===== src/rtl/fir_channel_scheduler_if.sv =====
// Bundle of request, FIR engine and consumer signals for fir_channel_scheduler.
// The slave modport is the scheduler's view; master is the surrounding environment.
interface fir_channel_scheduler_if #(
  parameter int N_CH  = 4,
  parameter int WIDTH = 24
);
  localparam int CH_BITS = $clog2(N_CH);

  logic [N_CH-1:0]       iv_req_valid;
  logic [N_CH*WIDTH-1:0] iv_req_data;
  logic [N_CH-1:0]       ov_req_ready;
  logic [WIDTH-1:0]      ov_fir_din;
  logic [CH_BITS-1:0]    ov_fir_ch;
  logic                  o_fir_din_valid;
  logic                  i_fir_ready;
  logic [WIDTH-1:0]      iv_fir_dout;
  logic                  i_fir_dout_valid;
  logic [WIDTH-1:0]      ov_dout;
  logic [CH_BITS-1:0]    ov_dout_ch;
  logic                  o_dout_valid;
  logic                  i_dout_ready;
  logic                  o_err;
  logic [CH_BITS-1:0]    ov_err_ch;
  logic                  o_busy;

  modport slave (
    input  iv_req_valid, iv_req_data, i_fir_ready, iv_fir_dout, i_fir_dout_valid,
           i_dout_ready,
    output ov_req_ready, ov_fir_din, ov_fir_ch, o_fir_din_valid, ov_dout, ov_dout_ch,
           o_dout_valid, o_err, ov_err_ch, o_busy
  );

  modport master (
    output iv_req_valid, iv_req_data, i_fir_ready, iv_fir_dout, i_fir_dout_valid,
           i_dout_ready,
    input  ov_req_ready, ov_fir_din, ov_fir_ch, o_fir_din_valid, ov_dout, ov_dout_ch,
           o_dout_valid, o_err, ov_err_ch, o_busy
  );
endinterface


===== src/rtl/fir_channel_scheduler.sv =====
// Round-robin scheduler multiplexing N_CH serial channels onto one FIR engine,
// with one sample in flight, a result timeout and a held consumer output.
module fir_channel_scheduler #(
  parameter int N_CH    = 4,
  parameter int WIDTH   = 24,
  parameter int TIMEOUT = 64
) (
  input logic                   i_clk,
  input logic                   i_rst,
  input logic                   i_en,
  fir_channel_scheduler_if.slave bus
);
  localparam int CH_BITS = $clog2(N_CH);

  typedef enum logic [3:0] {
    IDLE    = 4'b0001,
    ISSUE   = 4'b0010,
    WAIT    = 4'b0100,
    DELIVER = 4'b1000
  } state_e;

  state_e             state_q, state_d;
  logic [CH_BITS-1:0] rr_q, rr_d;
  logic [CH_BITS-1:0] ch_q, ch_d;
  logic [CH_BITS-1:0] dout_ch_q, dout_ch_d;
  logic [CH_BITS-1:0] err_ch_q, err_ch_d;
  logic [WIDTH-1:0]   din_q, din_d;
  logic [WIDTH-1:0]   dout_q, dout_d;
  logic [15:0]        cnt_q, cnt_d;
  logic               err_q, err_d;
  logic               grant_any;
  logic [CH_BITS-1:0] grant_idx;

  function automatic logic [CH_BITS-1:0] next_ch(input logic [CH_BITS-1:0] ch);
    return (int'(ch) == N_CH - 1) ? '0 : ch + CH_BITS'(1);
  endfunction

  // First valid channel at or above rr_q, wrapping past N_CH-1 back to 0.
  always_comb begin : grant_search
    int idx;
    idx       = 0;
    grant_any = 1'b0;
    grant_idx = '0;
    for (int i = 0; i < N_CH; i++) begin
      idx = int'(rr_q) + i;
      if (idx >= N_CH) idx -= N_CH;
      if (!grant_any && bus.iv_req_valid[idx]) begin
        grant_any = 1'b1;
        grant_idx = CH_BITS'(idx);
      end
    end
  end

  // NOTE: every signal written here gets a default first, so no latch is inferred.
  always_comb begin
    state_d   = state_q;
    rr_d      = rr_q;
    ch_d      = ch_q;
    din_d     = din_q;
    dout_d    = dout_q;
    dout_ch_d = dout_ch_q;
    err_ch_d  = err_ch_q;
    cnt_d     = cnt_q;
    err_d     = 1'b0;
    case (state_q)
      IDLE: begin
        if (grant_any) begin
          din_d   = bus.iv_req_data[int'(grant_idx)*WIDTH +: WIDTH];
          ch_d    = grant_idx;
          state_d = ISSUE;
        end
      end
      ISSUE: begin
        if (bus.i_fir_ready) begin
          cnt_d   = '0;
          state_d = WAIT;
        end
      end
      WAIT: begin
        cnt_d = cnt_q + 16'd1;
        // A result on the timeout cycle still wins over the error.
        if (bus.i_fir_dout_valid) begin
          dout_d    = bus.iv_fir_dout;
          dout_ch_d = ch_q;
          state_d   = DELIVER;
        end else if (cnt_q == 16'(TIMEOUT - 1)) begin
          err_d    = 1'b1;
          err_ch_d = ch_q;
          rr_d     = next_ch(ch_q);
          state_d  = IDLE;
        end
      end
      DELIVER: begin
        if (bus.i_dout_ready) begin
          rr_d    = next_ch(ch_q);
          state_d = IDLE;
        end
      end
      default: state_d = IDLE;
    endcase
  end

  // NOTE: state registers use non-blocking assignments only; reset beats enable.
  always_ff @(posedge i_clk) begin
    if (i_rst) begin
      state_q   <= IDLE;
      rr_q      <= '0;
      ch_q      <= '0;
      din_q     <= '0;
      dout_q    <= '0;
      dout_ch_q <= '0;
      err_ch_q  <= '0;
      cnt_q     <= '0;
      err_q     <= 1'b0;
    end else if (i_en) begin
      state_q   <= state_d;
      rr_q      <= rr_d;
      ch_q      <= ch_d;
      din_q     <= din_d;
      dout_q    <= dout_d;
      dout_ch_q <= dout_ch_d;
      err_ch_q  <= err_ch_d;
      cnt_q     <= cnt_d;
      err_q     <= err_d;
    end
  end

  assign bus.ov_req_ready    = (state_q == IDLE && grant_any && !i_rst)
                               ? (N_CH'(1) << grant_idx) : '0;
  assign bus.ov_fir_din      = din_q;
  assign bus.ov_fir_ch       = ch_q;
  assign bus.o_fir_din_valid = (state_q == ISSUE);
  assign bus.ov_dout         = dout_q;
  assign bus.ov_dout_ch      = dout_ch_q;
  assign bus.o_dout_valid    = (state_q == DELIVER);
  assign bus.o_err           = err_q;
  assign bus.ov_err_ch       = err_ch_q;
  assign bus.o_busy          = (state_q != IDLE);
endmodule


===== src/flat_wrapper.sv =====
// flat-port wrapper written by rule: the top's interface ports become plain ports
module fir_channel_scheduler_flat 
#(
  parameter int N_CH    = 4,
  parameter int WIDTH   = 24,
  parameter int TIMEOUT = 64
)
  (i_clk, i_rst, i_en, bus_iv_req_valid, bus_iv_req_data, bus_i_fir_ready, bus_iv_fir_dout, bus_i_fir_dout_valid, bus_i_dout_ready, bus_ov_req_ready, bus_ov_fir_din, bus_ov_fir_ch, bus_o_fir_din_valid, bus_ov_dout, bus_ov_dout_ch, bus_o_dout_valid, bus_o_err, bus_ov_err_ch, bus_o_busy);
  fir_channel_scheduler_if #(.N_CH(N_CH), .WIDTH(WIDTH)) bus_i ();
  input logic i_clk;
  input logic i_rst;
  input logic i_en;
  input wire logic [$bits(bus_i.iv_req_valid)-1:0] bus_iv_req_valid;
  input wire logic [$bits(bus_i.iv_req_data)-1:0] bus_iv_req_data;
  input wire logic [$bits(bus_i.i_fir_ready)-1:0] bus_i_fir_ready;
  input wire logic [$bits(bus_i.iv_fir_dout)-1:0] bus_iv_fir_dout;
  input wire logic [$bits(bus_i.i_fir_dout_valid)-1:0] bus_i_fir_dout_valid;
  input wire logic [$bits(bus_i.i_dout_ready)-1:0] bus_i_dout_ready;
  output wire logic [$bits(bus_i.ov_req_ready)-1:0] bus_ov_req_ready;
  output wire logic [$bits(bus_i.ov_fir_din)-1:0] bus_ov_fir_din;
  output wire logic [$bits(bus_i.ov_fir_ch)-1:0] bus_ov_fir_ch;
  output wire logic [$bits(bus_i.o_fir_din_valid)-1:0] bus_o_fir_din_valid;
  output wire logic [$bits(bus_i.ov_dout)-1:0] bus_ov_dout;
  output wire logic [$bits(bus_i.ov_dout_ch)-1:0] bus_ov_dout_ch;
  output wire logic [$bits(bus_i.o_dout_valid)-1:0] bus_o_dout_valid;
  output wire logic [$bits(bus_i.o_err)-1:0] bus_o_err;
  output wire logic [$bits(bus_i.ov_err_ch)-1:0] bus_ov_err_ch;
  output wire logic [$bits(bus_i.o_busy)-1:0] bus_o_busy;
  assign bus_i.iv_req_valid = bus_iv_req_valid;
  assign bus_i.iv_req_data = bus_iv_req_data;
  assign bus_i.i_fir_ready = bus_i_fir_ready;
  assign bus_i.iv_fir_dout = bus_iv_fir_dout;
  assign bus_i.i_fir_dout_valid = bus_i_fir_dout_valid;
  assign bus_i.i_dout_ready = bus_i_dout_ready;
  assign bus_ov_req_ready = bus_i.ov_req_ready;
  assign bus_ov_fir_din = bus_i.ov_fir_din;
  assign bus_ov_fir_ch = bus_i.ov_fir_ch;
  assign bus_o_fir_din_valid = bus_i.o_fir_din_valid;
  assign bus_ov_dout = bus_i.ov_dout;
  assign bus_ov_dout_ch = bus_i.ov_dout_ch;
  assign bus_o_dout_valid = bus_i.o_dout_valid;
  assign bus_o_err = bus_i.o_err;
  assign bus_ov_err_ch = bus_i.ov_err_ch;
  assign bus_o_busy = bus_i.o_busy;
  fir_channel_scheduler #(.N_CH(N_CH), .WIDTH(WIDTH), .TIMEOUT(TIMEOUT)) u_core (.i_clk(i_clk), .i_rst(i_rst), .i_en(i_en), .bus(bus_i));
endmodule

===== config.mk =====
export PLATFORM = sky130hd
export DESIGN_NAME = fir_channel_scheduler_flat
export DESIGN_NICKNAME = d
export VERILOG_FILES = /design/src/rtl/fir_channel_scheduler_if.sv /design/src/rtl/fir_channel_scheduler.sv /design/src/flat_wrapper.sv
export SDC_FILE = /design/constraint.sdc
export NUM_CORES = 1
export LEC_CHECK = 0
export CAP_MARGIN = 10
export CORE_MARGIN = 3
export CORE_UTILIZATION = 42
export CTS_BUF_LIST = sky130_fd_sc_hd__clkbuf_8
export CTS_CLUSTER_SIZE = 40
export DETAILED_ROUTE_END_ITERATION = 8
export PLACE_DENSITY = 0.82
export SLEW_MARGIN = 20
export SYNTH_ARGS = -nofsm -noshare
export SYNTH_HDL_FRONTEND = slang
export SYNTH_SLANG_ARGS = --single-unit

===== constraint.sdc =====
create_clock -name i_clk -period 2.2 [get_ports i_clk]
set_input_delay 0.44 -clock i_clk [delete_from_list [all_inputs] [get_ports i_clk]]
set_output_delay 0.44 -clock i_clk [all_outputs]
set_load 0.05 [all_outputs]

==> impl.org <==
** Outcome
- Status :: finished with violations
- Violations in the final reports :: setup timing

** STA
- Final setup violating endpoints :: 4
- Hold slack final :: roughly 0.46 ns
- Measured against its own limit, the worst slew margin works out to 38.3%.
- Count of final max-slew check failures :: 0
- Highest clock rate :: 393 MHz
- Across all setup checks in the final design, the least slack found is -0.344 ns.
- Period utilisation layout :: 116%
- RSZ-0062 raised after global routing :: true
- The number of failing hold endpoints at the final stage was 0.
- Minimum clock period :: 2.54 ns
- Clock Skews :: 0.0106 ns
- Transition time of the tightest slew-check pin :: between 0.9 and 1 ns

** Place
- The congestion estimate from routability-driven global placement came to just over 0.8.
- The wire-length estimate of the detail-placed layout is 10100 µm.
- Port Buffers :: 191
- Number of cells after detailed placement :: 760

** Logic synthesis
- Sequential-to-total area share from yosys stat :: 38.6%
- Number of synthesized register bits :: 77
- After synthesis, the share of flip-flops with an asynchronous set or reset is 0%.
- Mean post-synth cell area :: 9.14 µm²
- Number of enable flip-flop cells after synthesis :: 0
- The cell area that synthesis handed to floorplanning was 3990 µm².
- Netlist cell types :: 53
- Yosys warnings :: 0
- Nets in the synthesized netlist :: about 570
- Number of cells produced by synthesis :: 437
- For this run, the leading register cell type out of synthesis is sky130_fd_sc_hd__dfxtp_1.

** Route
- The final layout contains routed wiring with a total length of 13600 µm.
- Drc violations :: 0
- The first routing iteration left 154 violations.
- Routed metal-1 wire length :: 5550 µm
- Wire length on met2 :: 6750 µm
- The first detailed-routing pass ran for 4 iterations.
- Number of vias per cell :: 5.20
- The detail route stage leaves a number of antenna-violating nets equal to 0.
- The routed design uses 1080 µm of met3 wire.
- After detailed routing, the average wire length per cell comes to around 17 µm.
- Signal routing reaches up to met4.
- Summing over every cut layer, the via total after detailed routing is 4054.

** Power
- LEAKAGE :: 2.57 nW
- VDD sags by at most 0.000370 V.
- Power Dens Cells :: ~560 nW/µm²

** GRT
- Initial antenna violation count :: 0
- Remaining global-route overflow :: 0
- First-pass GRT wire length :: 21900 µm
- Global routing used 25.0% of the available tracks across all layers.
- Vias in the first global route :: 4110
- Entering global routing, the biggest net connects 44 pins.

** Finish
- Commonest cells after routing, fill and taps aside :: 179 x sky130_fd_sc_hd__clkdlybuf4s50_1, 75 x sky130_fd_sc_hd__dfxtp_1, 67 x sky130_fd_sc_hd__nand2_1
- At the end of the flow the core is filled with cells to about three quarters.
- In the final design database the tool counted 780 nets.
- The post-route netlist has 19.3% of its cells at a drive strength greater than 1.
- Area taken by multi-input logic gates :: around 2300 µm²
- Reg area :: 1540 µm²
- Most common cell after layout, fill and taps aside :: sky130_fd_sc_hd__clkdlybuf4s50_1
- Fill cell count :: ~630
- The repair_antennas step left the layout with diodes totalling 0.
- Relative area change from synthesis to final layout :: 64.3%
- Final std cells w/o fill :: 779

** Die
- In this run the horizontal extent of the chip is 104 µm.
- Once the floorplan was initialized, standard cells occupied roughly 44% of the core.
- Die Outline Area :: 10700 µm²
- For this design the top-level I/O count stands at 192.
- Height of the chip :: 104 µm
- Count of standard-cell rows :: 34
- Core region area :: 8980 µm²

** Clock tree
- Clock tree synthesis selected as its root buffer the cell sky130_fd_sc_hd__clkbuf_8.
- Clock tree from TritonCTS :: built
- Num Clock Sinks :: 77
- Buffers inserted during clock tree synthesis total 9.
- CTS H-Tree Depth :: 3
- Clock-pin slew was measured on the worst setup and hold paths at about 0.08 ns.
- Hold buffers post-CTS :: 0
- Counting along the longest clock path gives a buffer depth of 2.
- The clock reaches the later pin of the worst-skew pair after 0.34 ns.

** Hold path
- In this run the most critical hold path is launched from u_core.bus.ov_dout[14].
- Type of the most critical hold path :: reg2reg
- Hold worst-path end :: u_core.bus.ov_dout[14]
- The worst hold path was traced through 2 stages.

** Critical path
- Minimum setup slack among reg-to-reg paths :: 0.05 ns
- Critical Path Source Type :: flop
- For the worst setup path, the data required time is 1.76 ns.
- Element type at the critical path end :: primary output
- Maximum fanout encountered on the critical timing path :: 4
- The critical path starts at u_core.state_q[2].
- The startpoint identified for the worst register-to-register timing path is u_core.state_q[2].
- Data arrival time of the critical path :: 2.10 ns
- Worst reg2reg path endpoint :: u_core.bus.ov_fir_din[8]
- Worst Reg2Reg Path Length in Cells :: 8
- Worst setup path category :: reg2out

** Run
- Maximum capacitance violations :: 0
logic make-up (layout without fill, tap and decap cells):
family | count (synthesis) | count (layout) | synth area share (%)
buf+inv | 59 | 275 | 8.05
simple gates | 151 | 151 | 18.3
fa+ha+maj | 2 | 2 | 0.626
flops | 77 | 77 | 38.6
compound gates | 106 | 106 | 24.3
xor+xnor | 14 | 14 | 3.07
mux | 28 | 28 | 7.02
through the flow:
step	cell area, µm²	total power, mW	worst slack [ns]	TNS (ns)
4_1_cts	6470	3.64	-0.341	-1.02
5_1_grt	6560	3.78	-0.396	-1.37
3_3_place_gp	6220	2.45	-0.431	-10.09
2_1_floorplan	4050	2.02	-0.338	-1.76
3_5_place_dp	6220	2.47	-0.554	-13.70
6_report	6560	3.65	-0.344	-1.15
how the worst max path moves through the flow:
stage / endpoint / slack [ns]
after CTS: bus_ov_req_ready[2] / -0.34
after detailed placement: u_core.bus.ov_fir_din[22] / -0.55
after global placement: u_core.bus.ov_fir_din[22] / -0.43
after floorplan: bus_ov_req_ready[2] / -0.34
final: bus_ov_req_ready[2] / -0.34
after global routing: bus_ov_req_ready[2] / -0.40
critical path, stage by stage (launching register included):
cell                      delay, ns
sky130_fd_sc_hd__dfxtp_2       0.33
sky130_fd_sc_hd__or4b_4        0.55
sky130_fd_sc_hd__or2_4         0.26
sky130_fd_sc_hd__buf_8         0.13
sky130_fd_sc_hd__nor4b_4       0.32
sky130_fd_sc_hd__buf_12        0.18
layout make-up:
type                    instances  share of cell area, %
well taps                     126                   2.40
inverters                      30                   1.72
flip-flops and latches         77                   23.5
clock inverters                 7                   1.41
repair buffers                229                   34.7
multi-input cells             301                   34.4
clock buffers                   9                   1.89
timing repair:
item,in CTS,in global routing
endpoints found under the hold margin,0,0
resized for setup,9,15
setup buffers,0,3
pin swaps,1,7
cloned,0,0
endpoints found under the setup margin,28,28
registers in the layout, summed over array words and instances (netlist names):
| register | cells |
|---|---|
| u_core.bus.ov_dout | 24 |
| u_core.bus.ov_fir_din | 24 |
| u_core.cnt_q | 16 |
| u_core.state_q | 4 |
| u_core.bus.ov_dout_ch | 2 |
| u_core.bus.ov_err_ch | 2 |
| u_core.bus.ov_fir_ch | 2 |
| u_core.rr_q | 2 |
| u_core.bus.o_err | 1 |
metal layers:
layer  track usage (%)  up-vias
li1                  -     1970
met1              29.6     1922
met2              43.5      148
met3              8.71       14
met4              6.46        0
met5                 0        -
report_power, final:
part           switching [mW]  total, mW  leakage [nW]  internal, mW
clock network           0.530       1.17         0.112         0.635
logic                   0.501      0.994          1.83         0.493
registers              0.0430       1.49         0.625          1.45
total                    1.07       3.65          2.57          2.57
synth_stat cells (all sizes together) (2+ instances only):
master  instances  area share [%]
inv            30             2.8
o41ai           2            0.44
nor3            9             1.4
nand2b          7             1.1
a21oi          36             4.5
nand2          67             6.3
ha              2            0.63
and3            4            0.63
clkbuf         13             1.2
a22oi          25             7.6
nor2b           4            0.81
nand4           5            0.78
a211oi          2            0.50
nand3           6            0.75
xor2           12             2.6
xnor2           2            0.44
o21ai           8             1.0
or2             2            0.31
nor2           32             3.1
nor4b           2            0.44
o32ai           2            0.44
dfxtp          77              39
nor3b           2            0.38
mux2i          28             7.0
nor4            4            0.63
o221ai         24             8.4
buf            16             4.0
Power figures use the tool's default switching activity.
